File: config.mk
export PLATFORM = sky130hd
export DESIGN_NAME = mem_readback_streamer_flat
export DESIGN_NICKNAME = d
export VERILOG_FILES = /design/src/rtl/mem_readback_streamer_if.sv /design/src/rtl/mem_readback_streamer.sv /design/src/flat_wrapper.sv
export SDC_FILE = /design/constraint.sdc
export NUM_CORES = 1
export LEC_CHECK = 0
export BUFFER_PORTS_ARGS = -buffer_cell sky130_fd_sc_hd__buf_2
export CORE_MARGIN = 3
export CORE_UTILIZATION = 30
export DETAILED_ROUTE_END_ITERATION = 12
export GPL_TIMING_DRIVEN = 0
export SYNTH_ARGS = -nofsm -noshare
export SYNTH_HDL_FRONTEND = slang
export SYNTH_SLANG_ARGS = --single-unit
File: constraint.sdc
create_clock -name clk -period 2.4 [get_ports clk]
set_clock_uncertainty 0.05 [all_clocks]
set_input_delay 0.12 -clock clk [delete_from_list [all_inputs] [get_ports clk]]
set_output_delay 0.12 -clock clk [all_outputs]
set_load 0.02 [all_outputs]
File: src/rtl/mem_readback_streamer_if.sv
// mem_readback_streamer_if: RAM port B and beat stream bundle for the readback streamer
interface mem_readback_streamer_if #(
   parameter int DATA_W = 48,
   parameter int ADDR_W = 10,
   parameter int OUT_W  = 16
);
   logic [ADDR_W-1:0] addr_b;
   logic              we_b;
   logic [DATA_W-1:0] q_b;
   logic [OUT_W-1:0]  out_data;
   logic              out_valid;
   logic              out_ready;
   logic              out_last;
   modport master (output addr_b, we_b, out_data, out_valid, out_last, input q_b, out_ready);
   modport slave  (input addr_b, we_b, out_data, out_valid, out_last, output q_b, out_ready);
endinterface

File: src/rtl/mem_readback_streamer.sv
// mem_readback_streamer: reads a block of RAM words and streams each as three beats, MSB slice first
module mem_readback_streamer #(
   parameter int DATA_W = 48,
   parameter int ADDR_W = 10,
   parameter int OUT_W  = 16
) (
   input  logic                 clk,
   input  logic                 reset,
   input  logic                 start,
   input  logic [ADDR_W-1:0]    base_addr,
   input  logic [ADDR_W:0]      count,
   output logic                 busy,
   output logic                 done,
   mem_readback_streamer_if.master bus
);
   localparam logic [2:0] IDLE  = 3'd0;
   localparam logic [2:0] ISSUE = 3'd1;
   localparam logic [2:0] READ  = 3'd2;
   localparam logic [2:0] SEND  = 3'd3;
   localparam logic [2:0] FIN   = 3'd4;
   localparam logic [ADDR_W:0] MAX_CNT = {1'b1, {ADDR_W{1'b0}}};
   localparam logic [ADDR_W:0] ONE     = {{ADDR_W{1'b0}}, 1'b1};
   logic [2:0]        state;
   logic [ADDR_W-1:0] addr;
   logic [ADDR_W:0]   remaining;
   logic [DATA_W-1:0] shreg;
   logic [1:0]        beat;
   // Block sequencer: fetch a word, then shift it out one beat per handshake
   always_ff @(posedge clk or negedge reset) begin
      if (!reset) begin
         state     <= IDLE;
         addr      <= '0;
         remaining <= '0;
         shreg     <= '0;
         beat      <= '0;
      end else begin
         case (state)
            IDLE:
               if (start) begin
                  if (count != '0) begin
                     addr      <= base_addr;
                     remaining <= (count > MAX_CNT) ? MAX_CNT : count;
                     state     <= ISSUE;
                  end else begin
                     state <= FIN;
                  end
               end
            ISSUE: state <= READ;
            READ: begin
               shreg <= bus.q_b;
               beat  <= '0;
               state <= SEND;
            end
            SEND:
               if (bus.out_ready) begin
                  if (beat == 2'd2) begin
                     beat      <= '0;
                     remaining <= remaining - ONE;
                     addr      <= addr + 1'b1;
                     state     <= (remaining == ONE) ? FIN : ISSUE;
                  end else begin
                     beat  <= beat + 2'd1;
                     shreg <= shreg << OUT_W;
                  end
               end
            FIN:     state <= IDLE;
            default: state <= IDLE;
         endcase
      end
   end
   assign busy          = (state == ISSUE) || (state == READ) || (state == SEND);
   assign done          = (state == FIN);
   assign bus.addr_b    = addr;
   assign bus.we_b      = 1'b0;
   assign bus.out_valid = (state == SEND);
   assign bus.out_data  = bus.out_valid ? shreg[DATA_W-1 -: OUT_W] : '0;
   assign bus.out_last  = bus.out_valid && (beat == 2'd2) && (remaining == ONE);
endmodule

File: src/flat_wrapper.sv
// flat-port wrapper written by rule: the top's interface ports become plain ports
module mem_readback_streamer_flat 
#(
   parameter int DATA_W = 48,
   parameter int ADDR_W = 10,
   parameter int OUT_W  = 16
)
  (clk, reset, start, base_addr, count, busy, done, bus_addr_b, bus_we_b, bus_out_data, bus_out_valid, bus_out_last, bus_q_b, bus_out_ready);
  mem_readback_streamer_if #(.DATA_W(DATA_W), .ADDR_W(ADDR_W), .OUT_W(OUT_W)) bus_i ();
  input  logic clk;
  input  logic reset;
  input  logic start;
  input  logic [ADDR_W-1:0] base_addr;
  input  logic [ADDR_W:0] count;
  output logic busy;
  output logic done;
  output wire logic [$bits(bus_i.addr_b)-1:0] bus_addr_b;
  output wire logic [$bits(bus_i.we_b)-1:0] bus_we_b;
  output wire logic [$bits(bus_i.out_data)-1:0] bus_out_data;
  output wire logic [$bits(bus_i.out_valid)-1:0] bus_out_valid;
  output wire logic [$bits(bus_i.out_last)-1:0] bus_out_last;
  input wire logic [$bits(bus_i.q_b)-1:0] bus_q_b;
  input wire logic [$bits(bus_i.out_ready)-1:0] bus_out_ready;
  assign bus_addr_b = bus_i.addr_b;
  assign bus_we_b = bus_i.we_b;
  assign bus_out_data = bus_i.out_data;
  assign bus_out_valid = bus_i.out_valid;
  assign bus_out_last = bus_i.out_last;
  assign bus_i.q_b = bus_q_b;
  assign bus_i.out_ready = bus_out_ready;
  mem_readback_streamer #(.DATA_W(DATA_W), .ADDR_W(ADDR_W), .OUT_W(OUT_W)) u_core (.clk(clk), .reset(reset), .start(start), .base_addr(base_addr), .count(count), .busy(busy), .done(done), .bus(bus_i));
endmodule
# ---- Word-level counts from Yosys, hierarchy flattened
# Cells that the tools add are included.
# W data, S select, Z words.
dict set report classes {
  add_sub_neg 3
  order_cmp 1
  eq_ne 11
  mux 24
  n_reduce_logical 12
}
# op n
set ops {}
lappend ops {{$mux W48} 2}
lappend ops {{$pmux W48 S2} 1}
lappend ops {{$mux W11} 5}
lappend ops {{$mux W10} 4}
lappend ops {{$pmux W11 S2} 1}
lappend ops {{$pmux W10 S2} 1}
lappend ops {{$mux W16} 1}
lappend ops {{$mux W3} 5}
lappend ops {{$pmux W3 S4} 1}
lappend ops {{$eq A11 B1 Y1 const B} 1}
lappend ops {{$gt A11 B11 Y1 const B} 1}
lappend ops {{$reduce_bool A11 Y1} 1}
lappend ops {{$sub A11 B1 Y11 const B} 1}
lappend ops {{$add A10 B1 Y10 const B} 1}
lappend ops {{$ne A2 B2 Y1 const B} 4}
lappend ops {{$eq A3 B2 Y1 const B} 2}
lappend ops {{$reduce_and A3 Y1} 2}
lappend ops {{$reduce_and A5 Y1} 1}
lappend ops {{$mux W2} 2}
lappend ops {{$pmux W2 S2} 1}
lappend ops {{$reduce_bool A2 Y1} 2}
lappend ops {{$eq A3 B1 Y1 const B} 1}
lappend ops {{$eq A3 B3 Y1 const B} 1}
lappend ops {{$logic_not A3 Y1} 1}
lappend ops {{other kinds (6)} 8}
dict set report word_totals {
  register_bits 74
  in_bits 73
  word_cells 56
}

# ---- Depth between registers and ports, before layout
dict set report depth {
  ltp_word 5
  ltp_mapped 7
}

# ---- Worst setup path before layout
# OpenSTA, ideal clock, no wires.
dict set report synth_timing {
  path_type {flip-flop to flip-flop}
  startpoint {reg u_core.remaining[7]}
  endpoint {reg u_core.state[0]}
  setup_time_ns 0.131
  t_arrival_ns 1.679
  required_time_ns 2.219
  setup_slack_ns 0.540
  stages_incl_launch_ff 6
  period_less_slack_ns 1.860
  path_cell_list {dfrtp_1 -> or4_4 -> buf_6 -> nor4b_4 -> a21oi_1 -> or3_1}
}
dict set report synth_via {
  elab_chain_len 5
}
# item line
set synth_rtl {}
lappend synth_rtl {{start, declared} mem_readback_streamer.sv:25} ;# logic [ADDR_W:0] remaining;
lappend synth_rtl {{start signal, assigned} mem_readback_streamer.sv:42} ;# remaining <= (count > MAX_CNT) ? MAX_CNT : count;
lappend synth_rtl {{start signal, assigned} mem_readback_streamer.sv:58} ;# remaining <= remaining - ONE;
lappend synth_rtl {{$eq A11 B1 Y1} mem_readback_streamer.sv:60} ;# state <= (remaining == ONE) ? FIN : ISSUE;
lappend synth_rtl {{$mux W3} mem_readback_streamer.sv:60}
lappend synth_rtl {{$mux W3} mem_readback_streamer.sv:56} ;# if (beat == 2'd2) begin
lappend synth_rtl {{$mux W3} mem_readback_streamer.sv:55} ;# if (bus.out_ready) begin
lappend synth_rtl {{$pmux W3 S4} mem_readback_streamer.sv:37} ;# case (state)
lappend synth_rtl {{end signal, assigned} mem_readback_streamer.sv:60}
lappend synth_rtl {{end, declared} mem_readback_streamer.sv:23} ;# logic [2:0] state;
# Every way passes these cells. The select of a mux whose other input is x is not followed.
# A chain may end at the register's enable or synchronous reset.

# ---- Final worst setup path
dict set report layout_timing {
  startpoint {reg u_core.remaining[5]}
  endpoint {out bus_out_last}
}
dict set report layout_via {
  elab_chain_len 2
}
# item line
set layout_rtl {}
lappend layout_rtl {{$eq A11 B1 Y1} mem_readback_streamer.sv:77} ;# assign bus.out_last = bus.out_valid && (beat == 2'd2) && (remaining == ONE);
lappend layout_rtl {{$logic_and A1 B1 Y1} mem_readback_streamer.sv:77}
lappend layout_rtl {{end, declared} flat_wrapper.sv:21} ;# output wire logic [$bits(bus_i.out_last)-1:0] bus_out_last;
# Every way passes these cells.

==> reports/qor.txt <==
most frequent cells in the layout = nand2_1, buf_2, dfrtp_1
final worst path period share = 94.2%
total negative setup slack = 0 ns
CP arrival = 2.09 ns
cell taking the most area after synthesis = dfrtp_1
RSZ-0062 raised after global routing = false
worst-path fanout max = 7
FF-to-FF Start = u_core.state[2]$_DFFE_PN0P_
register area share after synthesis = 46.7%
Starting Density = 31.0%
initial antenna violation count = 0
PwrDens = 1160 mW/mm^2
CP endpoint kind = primary output
Worst slew margin = 58.4%
GRT Resource Usage Total = 17.3%
Slew Viols, Final = 0
static leakage = 2.61 nW
dpl hpwl = 8770 um
commonest non-fill, non-tap cell in the layout = nand2_1
Num CTS Buffers = 9
f_max = 442 MHz
DIE HEIGHT = 121 um
Std-Cell Rows = 41
clk buf depth = 2
Worst R2R Setup Slack = 0.18 ns
critical path type = flip-flop to primary output
vias in the first global route = 3885
die width = 121 um
peak supply drop = 0.569 mV
WHS = 0.0325 ns
Syn. warnings = 0
I/O Buffers = 102
Clk pin slew, worst setup/hold paths = 0.06 ns
Clock Tree Root = clkbuf_16
Top FF cell, synth = dfrtp_1
drt first pass iters = 7
antenna fix cells = 0
startpoint class of the critical path = flip-flop
crit path capture = bus_out_last
Vias/cell = 5.08
Post-Syn Nets = 506
CTS H-tree lvls = 3
Core Region = 0.0128 mm^2
Tmin final = 2.26 ns
IO Count = 104
max-cap violation count = 0
Vias = 3753
outcome = finished, final reports clean
gpl congestion = 0.887
synth unique cells = 46
register bit total from synthesis = 74
insertion delay to the later sink of the worst-skew pair = 0.33 ns
Hold Vio Cnt, Final = 0
gr ovfl total = 0
Final setup viols = 0
antenna-violating nets left = 0
total chip power = 6.09 mW
area grow syn2layout = 32.1%
clock sinks = 74
utilization after layout = 41.0%
final wirelength = 11900 um
Slew @ Worst Pin = 0.624 ns
Post-synth EDFFs = 0
NumNets Final = 638
Cell Area, Synth = 0.00396 mm^2
WP data required = 2.23 ns
layout cell share with drive strength beyond 1 = 30.0%
dominant cells by area after synthesis = dfrtp_1, nand2_1, mux2_2
Async S/R FF share, synth = 100%
first-pass GRT wire length = 20000 um
largest net degree at the start of global routing = 61
number of remaining DRC errors = 0
detailed router's first-iteration violation count = 348
HP Class = input port to flip-flop
r2r worst-path depth = 6
die area = 0.0146 mm^2
Synth Instances = 430
CTS tree = done
post-CTS setup buffers = 0
share of the synthesized area in the top cell type = 46.7%
CP Launch Point = u_core.remaining[5]$_DFFE_PN0P_
Reg2Reg Capture Point = u_core.remaining[1]$_DFFE_PN0P_
drt wl/cell = 16.1 um
syn_area_per_cell = 9.22 um^2
-- worst min-delay path by stage --
stage,slack (ns),from,depth (start not counted),endpoint
after floorplan,-0.23,reset,0,u_core.beat[0]$_DFFE_PN0P_
after global placement,0.29,bus_q_b[3],2,u_core.shreg[3]$_DFFE_PN0P_
after detailed placement,-0.05,reset,1,u_core.remaining[3]$_DFFE_PN0P_
after CTS,0.03,base_addr[6],3,u_core.bus.addr_b[6]$_DFFE_PN0P_
after global routing,0.06,base_addr[4],3,u_core.bus.addr_b[4]$_DFFE_PN0P_
final,0.03,base_addr[6],3,u_core.bus.addr_b[6]$_DFFE_PN0P_
-- power breakdown --
group / total, mW / leakage (nW) / switching (mW) / internal [mW]
Combinational: 2.53 / 1.47 / 1.47 / 1.06
Clock: 1.48 / 0.156 / 0.531 / 0.944
Sequential: 2.09 / 0.980 / 0.383 / 1.71
-- what timing repair did --
action                                  in CTS  in global routing
endpoints found under the setup margin      11                 12
hold endpoints to repair                    91                  0
cloned                                       0                  0
hold buffers                                18                  0
gates resized for setup                      2                  4
-- routing by layer --
metal  global-route usage [%]  share of wire [%]  up-vias
met5                        0                  0        -
met4                     5.45                1.4        0
met3                     5.08                9.0       22
met2                     27.2                 46      164
met1                     22.9                 44     1783
li1                         -                  -     1784
-- sequential cells by signal, summed over array words and instances (netlist names) --
| signal | flops |
|---|---|
| u_core.shreg | 48 |
| u_core.remaining | 11 |
| u_core.bus.addr_b | 10 |
| u_core.state | 3 |
| u_core.beat | 2 |
-- stage by stage --
stage | cells | worst slack, ns | instance area [um^2]
after floorplan | 430 | 0.540 | 3960
after global placement | 704 | 0.191 | 4690
after detailed placement | 705 | 0.173 | 4720
after CTS | 739 | 0.0290 | 5230
after global routing | 739 | 0.00569 | 5240
final | 739 | 0.138 | 5240
-- cell families after synthesis --
group / after synthesis / share of synthesized area [%]
and+or+nand+nor: 197 / 23.5
buffers and inverters: 33 / 3.66
adders and majority gates: 3 / 0.947
DFF: 74 / 46.7
other: 1 / 0.0946
muxes: 34 / 9.63
AOI/OAI and AO/OA: 88 / 15.5
-- worst max-delay path, cell delays in order, from the launching register on --
cell,delay [ns]
dfrtp_1,0.42
or4_4,0.49
buf_6,0.15
nor4b_4,0.29
nand2_2,0.11
nor2_1,0.12
buf_2,0.17
-- cells in the mapped netlist, types with 2 or more instances --
| master | instances |
|---|---|
| nor2_1 | 14 |
| o21ai_0 | 9 |
| a31oi_1 | 11 |
| and3_1 | 2 |
| ha_1 | 3 |
| nand3_1 | 14 |
| a21o_1 | 2 |
| a22o_1 | 19 |
| o211ai_1 | 2 |
| or4_1 | 4 |
| a31o_2 | 2 |
| dfrtp_1 | 74 |
| clkbuf_1 | 15 |
| nor4_1 | 4 |
| nand4_1 | 2 |
| mux2_2 | 32 |
| a21oi_1 | 22 |
| inv_1 | 5 |
| o2bb2ai_1 | 9 |
| nor3_1 | 13 |
| o31ai_1 | 4 |
| a22oi_1 | 3 |
| and2_1 | 19 |
| nand2b_1 | 4 |
| nand2_1 | 110 |
| buf_1 | 2 |
| o22ai_1 | 2 |
| or3_1 | 2 |
| nand3b_1 | 2 |
| buf_2 | 8 |
-- area by class of cell --
type	instances	area, um^2
Fill cell	1283	7540
Tap cell	172	215
Sequential cell	74	1850
Clock buffer	11	243
Multi-Input combinational cell	323	1970
Inverter	6	22.5
Buffer	27	130
Timing Repair Buffer	121	721
Clock inverter	5	85.1
Power figures use the tool's default switching activity.
